`config.mk`:
```
export PLATFORM = sky130hd
export DESIGN_NAME = back_end_arbiter_native_flat
export DESIGN_NICKNAME = d
export VERILOG_FILES = /design/src/rtl/back_end_arbiter_native_if.sv /design/src/rtl/back_end_arbiter_native.sv /design/src/flat_wrapper.sv
export SDC_FILE = /design/constraint.sdc
export NUM_CORES = 1
export LEC_CHECK = 0
export BUFFER_PORTS_ARGS = -buffer_cell sky130_fd_sc_hd__buf_4
export CORE_AREA = 2 2 93 95
export CTS_CLUSTER_DIAMETER = 40
export DETAILED_ROUTE_END_ITERATION = 7
export DIE_AREA = 0 0 95 97
export GPL_ROUTABILITY_DRIVEN = 0
export PLACE_DENSITY_LB_ADDON = 0.15
export SLEW_MARGIN = 20
export SYNTH_ARGS = -nofsm -noshare
export SYNTH_HDL_FRONTEND = slang
export SYNTH_SLANG_ARGS = --single-unit
```
`constraint.sdc`:
```
create_clock -name clk -period 2 [get_ports clk]
set_input_delay 0.1 -clock clk [delete_from_list [all_inputs] [get_ports clk]]
set_output_delay 0.1 -clock clk [all_outputs]
set_load 0.02 [all_outputs]
```
`src/rtl/back_end_arbiter_native_if.sv`:
```
// ---------------------------------------------------------------------------
// back_end_arbiter_native_if
//
// Bundles the three native back-end channels that meet at the arbiter:
//   w_*   : cache write channel (write-through buffer drain)
//   r_*   : cache read channel (line refill, multi-beat burst)
//   mem_* : the single shared port toward memory / interconnect
//
// Modports:
//   master : arbiter view (owns mem_valid/addr/wdata/wstrb and both readies)
//   slave  : environment view (cache channels plus memory model)
//
// Parameters:
//   BE_ADDR_W  back-end address width
//   BE_DATA_W  back-end data width
//   BE_NBYTES  byte-strobe width (BE_DATA_W/8)
// ---------------------------------------------------------------------------
interface back_end_arbiter_native_if #(
  parameter int BE_ADDR_W = 32,
  parameter int BE_DATA_W = 32,
  parameter int BE_NBYTES = BE_DATA_W / 8
);

  // Write channel
  logic                 w_valid;
  logic [BE_ADDR_W-1:0] w_addr;
  logic [BE_DATA_W-1:0] w_wdata;
  logic [BE_NBYTES-1:0] w_wstrb;
  logic                 w_ready;

  // Read channel
  logic                 r_valid;
  logic [BE_ADDR_W-1:0] r_addr;
  logic                 r_ready;
  logic [BE_DATA_W-1:0] r_rdata;

  // Shared memory port
  logic                 mem_valid;
  logic [BE_ADDR_W-1:0] mem_addr;
  logic [BE_DATA_W-1:0] mem_wdata;
  logic [BE_NBYTES-1:0] mem_wstrb;
  logic                 mem_ready;
  logic [BE_DATA_W-1:0] mem_rdata;

  modport master (
    input  w_valid, w_addr, w_wdata, w_wstrb,
    input  r_valid, r_addr,
    input  mem_ready, mem_rdata,
    output w_ready, r_ready, r_rdata,
    output mem_valid, mem_addr, mem_wdata, mem_wstrb
  );

  modport slave (
    output w_valid, w_addr, w_wdata, w_wstrb,
    output r_valid, r_addr,
    output mem_ready, mem_rdata,
    input  w_ready, r_ready, r_rdata,
    input  mem_valid, mem_addr, mem_wdata, mem_wstrb
  );

endinterface

```
`src/rtl/back_end_arbiter_native.sv`:
```
// ---------------------------------------------------------------------------
// back_end_arbiter_native
//
// Shares one native back-end memory port between the cache write channel and
// the read (refill) channel. A grant is taken from IDLE, held for as long as
// the owning channel keeps its valid high (so a whole refill burst stays
// atomic) and released only when that valid is seen low at a clock edge.
// Ties in IDLE are broken round-robin against the last released owner.
//
// Ports:
//   clk    clock
//   reset  asynchronous, active-low reset
//   bus    back_end_arbiter_native_if.master (w_*, r_*, mem_* signals)
//   busy   high while either channel holds the grant
// ---------------------------------------------------------------------------
module back_end_arbiter_native (
  input  logic                               clk,
  input  logic                               reset,
  back_end_arbiter_native_if.master          bus,
  output logic                               busy
);

  localparam logic [1:0] IDLE  = 2'd0;
  localparam logic [1:0] GNT_W = 2'd1;
  localparam logic [1:0] GNT_R = 2'd2;

  logic [1:0] state_q, state_d;
  // High when the write channel was the most recent owner to release.
  // Reset value 0 means "last grant was read", so write wins the first tie.
  logic       last_w_q, last_w_d;

  // -------------------------------------------------------------------------
  // Next-state logic
  // -------------------------------------------------------------------------
  always_comb begin
    // NOTE: every variable assigned here gets a default first so no path
    // leaves it unassigned; otherwise synthesis infers a latch.
    state_d  = state_q;
    last_w_d = last_w_q;
    unique case (state_q)
      IDLE: begin
        if (bus.w_valid && bus.r_valid) begin
          state_d = last_w_q ? GNT_R : GNT_W;
        end else if (bus.w_valid) begin
          state_d = GNT_W;
        end else if (bus.r_valid) begin
          state_d = GNT_R;
        end
      end
      GNT_W: begin
        if (!bus.w_valid) begin
          state_d  = IDLE;
          last_w_d = 1'b1;
        end
      end
      GNT_R: begin
        if (!bus.r_valid) begin
          state_d  = IDLE;
          last_w_d = 1'b0;
        end
      end
      default: state_d = IDLE;
    endcase
  end

  // NOTE: state registers use non-blocking assignments so every flop samples
  // the pre-edge value of its inputs regardless of block evaluation order.
  always_ff @(posedge clk or negedge reset) begin
    if (!reset) begin
      state_q  <= IDLE;
      last_w_q <= 1'b0;
    end else begin
      state_q  <= state_d;
      last_w_q <= last_w_d;
    end
  end

  // -------------------------------------------------------------------------
  // Output routing: purely a function of the registered grant, so an
  // asynchronous reset silences the memory port in the same instant.
  // -------------------------------------------------------------------------
  always_comb begin
    bus.mem_valid = 1'b0;
    bus.mem_addr  = '0;
    bus.mem_wdata = '0;
    bus.mem_wstrb = '0;
    bus.w_ready   = 1'b0;
    bus.r_ready   = 1'b0;
    unique case (state_q)
      GNT_W: begin
        bus.mem_valid = bus.w_valid;
        bus.mem_addr  = bus.w_addr;
        bus.mem_wdata = bus.w_wdata;
        bus.mem_wstrb = bus.w_wstrb;
        bus.w_ready   = bus.mem_ready;
      end
      GNT_R: begin
        // All-zero strobe marks the access as a read.
        bus.mem_valid = bus.r_valid;
        bus.mem_addr  = bus.r_addr;
        bus.r_ready   = bus.mem_ready;
      end
      default: ;
    endcase
  end

  // Read data is a straight wire; r_ready qualifies it.
  assign bus.r_rdata = bus.mem_rdata;
  assign busy        = (state_q != IDLE);

endmodule

```
`src/flat_wrapper.sv`:
```
// flat-port wrapper written by rule: the top's interface ports become plain ports
module back_end_arbiter_native_flat 
  (clk, reset, busy, bus_w_valid, bus_w_addr, bus_w_wdata, bus_w_wstrb, bus_r_valid, bus_r_addr, bus_mem_ready, bus_mem_rdata, bus_w_ready, bus_r_ready, bus_r_rdata, bus_mem_valid, bus_mem_addr, bus_mem_wdata, bus_mem_wstrb);
  back_end_arbiter_native_if #(.BE_ADDR_W(32), .BE_DATA_W(32)) bus_i ();
  input  logic clk;
  input  logic reset;
  output logic busy;
  input wire logic [$bits(bus_i.w_valid)-1:0] bus_w_valid;
  input wire logic [$bits(bus_i.w_addr)-1:0] bus_w_addr;
  input wire logic [$bits(bus_i.w_wdata)-1:0] bus_w_wdata;
  input wire logic [$bits(bus_i.w_wstrb)-1:0] bus_w_wstrb;
  input wire logic [$bits(bus_i.r_valid)-1:0] bus_r_valid;
  input wire logic [$bits(bus_i.r_addr)-1:0] bus_r_addr;
  input wire logic [$bits(bus_i.mem_ready)-1:0] bus_mem_ready;
  input wire logic [$bits(bus_i.mem_rdata)-1:0] bus_mem_rdata;
  output wire logic [$bits(bus_i.w_ready)-1:0] bus_w_ready;
  output wire logic [$bits(bus_i.r_ready)-1:0] bus_r_ready;
  output wire logic [$bits(bus_i.r_rdata)-1:0] bus_r_rdata;
  output wire logic [$bits(bus_i.mem_valid)-1:0] bus_mem_valid;
  output wire logic [$bits(bus_i.mem_addr)-1:0] bus_mem_addr;
  output wire logic [$bits(bus_i.mem_wdata)-1:0] bus_mem_wdata;
  output wire logic [$bits(bus_i.mem_wstrb)-1:0] bus_mem_wstrb;
  assign bus_i.w_valid = bus_w_valid;
  assign bus_i.w_addr = bus_w_addr;
  assign bus_i.w_wdata = bus_w_wdata;
  assign bus_i.w_wstrb = bus_w_wstrb;
  assign bus_i.r_valid = bus_r_valid;
  assign bus_i.r_addr = bus_r_addr;
  assign bus_i.mem_ready = bus_mem_ready;
  assign bus_i.mem_rdata = bus_mem_rdata;
  assign bus_w_ready = bus_i.w_ready;
  assign bus_r_ready = bus_i.r_ready;
  assign bus_r_rdata = bus_i.r_rdata;
  assign bus_mem_valid = bus_i.mem_valid;
  assign bus_mem_addr = bus_i.mem_addr;
  assign bus_mem_wdata = bus_i.mem_wdata;
  assign bus_mem_wstrb = bus_i.mem_wstrb;
  back_end_arbiter_native u_core (.clk(clk), .reset(reset), .bus(bus_i), .busy(busy));
endmodule
```
======== Yosys cells after proc, flatten, opt, wreduce, memory -nomap -nowiden ========
Cells that the tools add are included.
word-level totals
  bits in registers ....................... 3
  logic and storage cells ................. 29
  bits of input ports ..................... 137
cells by class
  reductions and logical operators ........ 6
  equality and inequality tests ........... 5
  muxes and demuxes ....................... 16
operators by type and width
  kind                                                                    count
  32-bit one-hot mux with 2 select lines                                  1
  32-bit 2-to-1 mux                                                       1
  2-bit 2-to-1 mux                                                        6
  2-bit one-hot mux with 3 select lines                                   1
  3-bit AND reduction                                                     2
  1-bit 2-to-1 mux                                                        4
  4-bit 2-to-1 mux                                                        1
  2-bit != test (second input constant)                                   2
  4-bit by 3-bit != test with 1-bit output (second input constant)        1
  1-bit one-hot mux with 2 select lines                                   2
  2-bit nonzero test                                                      2
  2-bit by 1-bit equality test with 1-bit output (second input constant)  1
  2-bit equality test (second input constant)                             1
  2-bit zero test                                                         1
  1-bit logical AND                                                       1

======== Longest topological paths before layout ========
Gate-level depths: netlist (run 1).
  word-level depth ........................ 4
  gate-level depth with buffers ........... 6

======== Least setup slack after synthesis (run 1) ========
No wires, ideal clock.
  kind .................................... flip-flop to output port
  start point ............................. register u_core.state_q[0]
  end point ............................... output bus_mem_addr[0]
  arrival time ............................ 1.331 ns
  stages on the path, launching flop included .. 7
  slack ................................... 0.569 ns
  path buffers ............................ 2
  cell sequence ........................... dfrtp_1 inv_1 ha_1 buf_2 buf_2 a22oi_1 nor2b_1
between the ends
  cells in the longest elaborated chain, start to end .. 2
  elaborated cells on any way between the ends .. 3
  those cells by class .................... 2 x eq/ne; 1 x mux
ends and longest elaborated chain
  what                                                                                          RTL line                       RTL
  from (decl)                                                                                   back_end_arbiter_native.sv:27  logic [1:0] state_q, state_d;
  from (signal assigned)                                                                        back_end_arbiter_native.sv:73  state_q <= state_d;
  2-bit equality test / 2-bit by 1-bit equality test with 1-bit output (equally long branches)  back_end_arbiter_native.sv:89  unique case (state_q)
  32-bit one-hot mux with 2 select lines (*)                                                    back_end_arbiter_native.sv:89
  to (decl)                                                                                     flat_wrapper.sv:20             output wire logic [$bits(bus_i.mem_addr)-1:0] bus_mem_addr;
Mark *: on every way between the ends. The rest lies on a longest branch, timed or not.

======== Worst setup path in the final report (run 1) ========
  start point ............................. register u_core.state_q[1]
  end point ............................... output bus_mem_addr[19]
The elaborated chain is that of the path after synthesis.

==> results.py, run 1 <==
metrics = {
    "outcome": {
        "status": "finished clean",
    },
    "sta": {
        "slew_violations": 0,
        "rsz0062_at_grt": "no",
        "setup_viol": 0,
        "final_hold_viol_count": 0,
        "tightest_slew_ns": 0.325,
        "slew_headroom_pct": 78.3,
        "fin_crit_sh_pct": 88.6,
        "layout_min_cycle_time_ns": 1.77,
        "skew_ns": 0.000115,
        "holdWs_ns": 0.200,
        "max_freq_ghz": 0.564,
        "setup-tns-final_ns": 0,
        "fin_ws_ns": 0.227,
    },
    "layout": {
        "layout-drive-gt1-share_pct": 60.4,
        "synthToLayoutAreaGrowth_pct": 104,
        "fillCellCount": 882,
        "fin_nets": 449,
        "num_antenna_cells": 0,
        "final_cell_mix": "buf_4, and2_1, a22oi_1, nor2b_1, inv_1",
        "post-route-util_pct": 30.1,
        "layout_commonest_cell": "buf_4",
        "fin_area_um2": 2450,
    },
    "floorplan": {
        "initial_core_util_pct": 14.8,
        "core-area_um2": 8130,
        "pin_count": 241,
        "rows": 33,
        "fp.dieW_um": 95,
        "die_y_um": 97,
        "dieArea_um2": 9220,
    },
    "min_path": {
        "whs_endpoint": "bus_r_rdata[0]",
        "min_path_cells": 0,
        "hp-class": "input pin to output pin",
        "holdCritStartpoint": "bus_mem_rdata[0]",
    },
    "cts": {
        "cts_resized": 0,
        "path_clk_slew_ns": 0.03,
        "cts.sinks": 3,
        "cts_tree": "built",
        "clock_latency_ns": 0.21,
        "htreeDepth": 1,
        "numCtsBuffers": 3,
        "cts_max_path_buffers": 2,
        "cts_root_buf": "clkbuf_8",
    },
    "logic_synthesis": {
        "synth_fp_nets": 309,
        "yosysSeqAreaShare_pct": 6.26,
        "netlist_instances": 169,
        "yosys.cell_types.count": 18,
        "syn-cell-area_um2": 1200,
        "synth_seq_cells": 3,
        "ys_warn_count": 0,
        "syn_area_per_cell_um2": 7.10,
    },
    "power_and_ir_drop": {
        "p_leak_nw": 1.26,
        "ir_drop_uv": 518,
        "p_per_area_nw_per_um2": 1050,
    },
    "grt": {
        "antenna_found_initial": 0,
        "overflow": 0,
        "grt_pass1_wl_um": 8090,
        "grt_max_degree": 45,
        "grt_usage_pct": 10.9,
        "grt_pass1_vias": 1575,
    },
    "setup_path": {
        "cpMostUsedCell": "buf_4",
        "rr_startpoint": "u_core.state_q[1]$_DFFE_PN0P_",
        "critical_path.max_fanout": 44,
        "reg2reg_depth": 6,
        "cp-end-kind": "output pin",
        "cp_slowest_stage_delay_ns": 0.37,
        "crit_family": "buffers and inverters",
        "startpoint_type": "register",
        "crit_cells": 6,
        "crit_type": "register to output pin",
        "cp_slowest_cell": "dfrtp_1",
        "startpoint": "u_core.state_q[1]$_DFFE_PN0P_",
        "path_cells": "inv_1 > ha_2 > buf_4 > a22oi_1 > nor2b_1 > buf_4",
        "critical_path_buf_inv_count": 3,
        "arrival_ns": 1.67,
        "rr_endpoint": "u_core.state_q[1]$_DFFE_PN0P_",
        "r2r_setup_slack_ns": 0.56,
        "worst_ep_required_time_ns": 1.90,
    },
    "route": {
        "drt-wirelength-per-cell_um": 13.4,
        "drc": 0,
        "routed-via-count": 1609,
        "routed_via_density": 3.90,
        "first_pass_iters": 4,
        "antenna_left": 0,
        "drt_iter0_markers": 29,
        "wirelength_um": 5530,
    },
    "place": {
        "post_dp_cell_area_um2": 2390,
        "post-dp-hpwl_um": 4580,
        "place_ws_ns": 0.396,
        "io_buffers": 176,
    },
    "flow_run": {
        "drv_cap": 0,
    },
}
## per-layer routing
metal / GRT usage (%) / vias to the layer above / wire length, µm
met5: 0 / - / 0
met4: 2.45 / 0 / 44
met3: 2.18 / 6 / 487
met2: 21.5 / 72 / 3070
met1: 11.5 / 716 / 1930
li1: - / 815 / -
## power breakdown
| group | switching, mW | leakage (nW) | internal [mW] |
|---|---|---|---|
| combinational | 1.23 | 1.20 | 1.07 |
| sequential | 0.0187 | 0.0375 | 0.0889 |
| clock | 0.0366 | 0.0228 | 0.136 |
## layout make-up
class / count / area, µm² / area share [%]
clock buffer: 4 / 45.0 / 1.84
inverter: 4 / 15.0 / 0.614
multi-input combinational: 115 / 798 / 32.6
sequential: 3 / 75.1 / 3.07
tap: 105 / 131 / 5.37
timing repair buffer: 182 / 1380 / 56.5
## stage by stage
stage	total power, mW	std cells
after global routing	2.80	413
after global placement	2.46	408
final	2.58	413
after floorplan	1.59	169
after detailed placement	2.47	408
after CTS	2.65	413
## registers in the layout (all words and copies together), names as in the netlist
register and flops:
u_core.state_q 2, u_core.last_w_q 1
## how the worst max path moves through the flow
stage / to / slack, ns
finish: bus_mem_addr[19] / 0.23
global route: bus_mem_addr[19] / 0.03
CTS: bus_mem_addr[19] / 0.17
detailed placement: bus_mem_addr[19] / 0.40
global placement: bus_mem_addr[19] / 0.43
floorplan: bus_mem_addr[0] / 0.57
## cells by family (layout without fill, tap and decap cells)
family	count (synthesis)	count (layout)	share of synthesized area, %
compound gates	41	41	26.1
simple gates	71	71	37.1
buf+inv	51	190	27.4
flops	3	3	6.26
fa+ha+maj	3	3	3.13
## synthesized netlist by cell type
cell type / count / area share [%]
and2_1: 38 / 20
a22oi_1: 32 / 20
buf_4: 32 / 20
nor2b_1: 32 / 17
buf_2: 8 / 3.3
clkbuf_1: 6 / 1.9
inv_1: 4 / 1.3
a21oi_1: 3 / 1.3
dfrtp_1: 3 / 6.3
ha_1: 3 / 3.1
a21boi_0: 1 / 0.63
a22oi_4: 1 / 1.8
a32o_1: 1 / 0.83
and2b_1: 1 / 0.63
buf_6: 1 / 0.94
o2111ai_1: 1 / 0.73
o21ai_0: 1 / 0.42
o21ai_1: 1 / 0.42
## what timing repair did
action                                 CTS  global route
hold buffers                             1             0
buffers inserted                         0             0
endpoints found under the hold margin    3             0
setup endpoints to repair                0             0
(Power assumes the default switching activity.)
==> run 2, diff against run 1 <==
--- a/config.mk
+++ b/config.mk
@@ -6,10 +6,10 @@
 export NUM_CORES = 1
 export LEC_CHECK = 0
 export BUFFER_PORTS_ARGS = -buffer_cell sky130_fd_sc_hd__buf_4
-export CORE_AREA = 2 2 93 95
+export CORE_AREA = 2 2 94 96
 export CTS_CLUSTER_DIAMETER = 40
 export DETAILED_ROUTE_END_ITERATION = 7
-export DIE_AREA = 0 0 95 97
+export DIE_AREA = 0 0 96 98
 export GPL_ROUTABILITY_DRIVEN = 0
 export PLACE_DENSITY_LB_ADDON = 0.15
 export SLEW_MARGIN = 20
==> constraint.sdc (replaced) <==
create_clock -name clk -period 1.7 [get_ports clk]
set_input_delay 0.085 -clock clk [delete_from_list [all_inputs] [get_ports clk]]
set_output_delay 0.085 -clock clk [all_outputs]
set_load 0.02 [all_outputs]
==> run 2 against run 1 <==
  * Routed wire length is 1.4% higher
  * First-iteration DRC count increased by 48%
  * Clock-buffer cell count unchanged
  * Critical endpoint is now bus_mem_addr[5]
  * Worst hold slack got worse by 0.030 ns
  * Final area up 5.4%
  * Non-clock buffer count grew 2
  * Combinational power grew 35%
  * Clock power grew 22%
==> results.py, run 2 (synthesis results as in run 1) <==
metrics = {
    "floorplan": {
        "initial_core_util_pct": 14.2,
        "rows": 34,
        "die_y_um": 98,
        "core-area_um2": 8470,
        "pin_count": 241,
        "fp.dieW_um": 96,
        "dieArea_um2": 9410,
    },
    "setup_path": {
        "worst_ep_required_time_ns": 1.62,
        "r2r_setup_slack_ns": 0.32,
        "arrival_ns": 1.53,
        "cp_slowest_cell": "dfrtp_1",
        "rr_startpoint": "u_core.state_q[1]$_DFFE_PN0P_",
        "cp_slowest_stage_delay_ns": 0.41,
        "path_cells": "inv_2 > ha_4 > buf_12 > a22oi_1 > nor2b_1 > buf_4",
        "startpoint": "u_core.state_q[1]$_DFFE_PN0P_",
        "critical_path.max_fanout": 27,
        "crit_type": "register to output pin",
        "reg2reg_depth": 5,
        "cp-end-kind": "output pin",
        "startpoint_type": "register",
        "rr_endpoint": "u_core.state_q[1]$_DFFE_PN0P_",
        "cp-endpoint": "bus_mem_addr[5]",
    },
    "layout": {
        "synthToLayoutAreaGrowth_pct": 115,
        "regMostFlops": "u_core.state_q",
        "layout-drive-gt1-share_pct": 62.3,
        "fin_nets": 451,
        "fin_area_um2": 2580,
        "largest_reg_flops": 2,
        "final_cell_mix": "buf_4, and2_1, nor2b_1",
        "layout_commonest_cell": "buf_4",
        "biggestRegsByFlops": "u_core.state_q: 2 flops, u_core.last_w_q: 1 flops",
        "final_cells": 418,
        "num_antenna_cells": 0,
    },
    "route": {
        "routed_via_density": 3.80,
        "drc": 0,
        "drt-wirelength-per-cell_um": 13.4,
        "first_pass_iters": 4,
        "antenna_left": 0,
        "drt_iter0_markers": 43,
        "routed-via-count": 1588,
        "wirelength_um": 5610,
    },
    "grt": {
        "antenna_found_initial": 0,
        "grt_usage_pct": 9.57,
        "overflow": 0,
        "grt_pass1_wl_um": 7310,
        "grt_pass1_vias": 1412,
        "grt_max_degree": 41,
    },
    "sta": {
        "slew_headroom_pct": 85.0,
        "fin_crit_sh_pct": 95.1,
        "slew_violations": 0,
        "final_hold_viol_count": 0,
        "layout_min_cycle_time_ns": 1.62,
        "rsz0062_at_grt": "yes",
        "setup-tns-final_ns": 0,
        "tightest_slew_ns": 0.225,
        "setup_viol": 0,
        "skew_ns": 0.00107,
        "holdWs_ns": 0.170,
        "max_freq_ghz": 0.619,
    },
    "cts": {
        "cts_tree": "built",
        "path_clk_slew_ns": 0.03,
        "clock_latency_ns": 0.22,
        "htreeDepth": 1,
        "cts.sinks": 3,
        "cts_root_buf": "clkbuf_8",
        "numCtsBuffers": 3,
        "cts_max_path_buffers": 2,
    },
    "place": {
        "io_buffers": 176,
        "post-dp-hpwl_um": 4260,
        "post_dp_cell_area_um2": 2420,
        "dp.cells": 410,
    },
    "power_and_ir_drop": {
        "p_leak_nw": 1.29,
        "p_per_area_nw_per_um2": 1340,
        "ir_drop_uv": 655,
    },
    "outcome": {
        "status": "finished clean",
    },
    "min_path": {
        "hp-class": "input pin to output pin",
    },
    "flow_run": {
        "drv_cap": 0,
    },
}
## run 2: cell count changes in the layout (fill, tap and decap cells not counted)
cell,change
a22oi_2,+1
ha_1,-2
a22oi_1,-1
clkbuf_16,+2
inv_2,+2
buf_12,+3
ha_2,-1
ha_4,+3
inv_1,-2
buf_4,-3
## run 2: worst min-delay path by stage
stage	startpoint	end	slack, ns	cells after the start
final	bus_mem_rdata[13]	bus_r_rdata[13]	0.17	0
after global routing	bus_mem_rdata[15]	bus_r_rdata[15]	0.17	0
after CTS	bus_mem_rdata[17]	bus_r_rdata[17]	0.17	0
after detailed placement	reset	u_core.last_w_q$_DFFE_PN0P_	-0.13	1
after global placement	reset	u_core.state_q[0]$_DFFE_PN0P_	-0.12	1
after floorplan	reset	u_core.last_w_q$_DFFE_PN0P_	-0.21	0
## run 2: area by class of cell
class	count	area (µm²)
flip-flops and latches	3	75.1
well taps	108	135
clock buffers	4	45.0
inverters	4	15.0
multi-input cells	115	838
repair buffers	184	1470
fillers	918	5890
## run 2: critical path, delay by kind of cell (launching register included)
family                     cells  cell delay (ns)
DFF                            1             0.41
and+or+nand+nor                1             0.13
buffers and inverters          3             0.45
adders and majority gates      1             0.21
AOI/OAI and AO/OA              1             0.10
## run 2: per-stage QoR
step / worst slack, ns / power, mW / utilization, %
2_1_floorplan: 0.284 / 1.87 / -
3_3_place_gp: 0.250 / 2.99 / 28.6
3_5_place_dp: 0.236 / 2.96 / 28.6
4_1_cts: 0.0352 / 3.21 / 29.4
5_1_grt: -0.00824 / 3.70 / 30.4
6_report: 0.0840 / 3.46 / 30.4
## run 2: timing repair
item | 4_1_cts | 5_1_grt
setup buffers | 0 | 1
pin swaps | 0 | 1
endpoints found under the hold margin | 3 | 0
gates cloned | 0 | 2
hold buffers | 1 | 0
gates resized for setup | 2 | 6
setup endpoints to repair | 3 | 26
## run 2: power breakdown
part | switching (mW) | leakage (nW) | internal [mW] | total, mW
sequential | 0.0363 | 0.0375 | 0.104 | 0.141
clock | 0.0485 | 0.0228 | 0.160 | 0.209
combinational | 1.56 | 1.23 | 1.55 | 3.11
total | 1.64 | 1.29 | 1.81 | 3.46
## run 2: layer usage
metal	part of all wire (%)	track usage [%]	wire, µm	up-vias
met5	0	0	0	-
met4	0.75	1.98	42	0
met3	8.4	1.47	473	6
met2	56	19.3	3120	70
met1	35	10.0	1970	693
li1	-	-	-	819
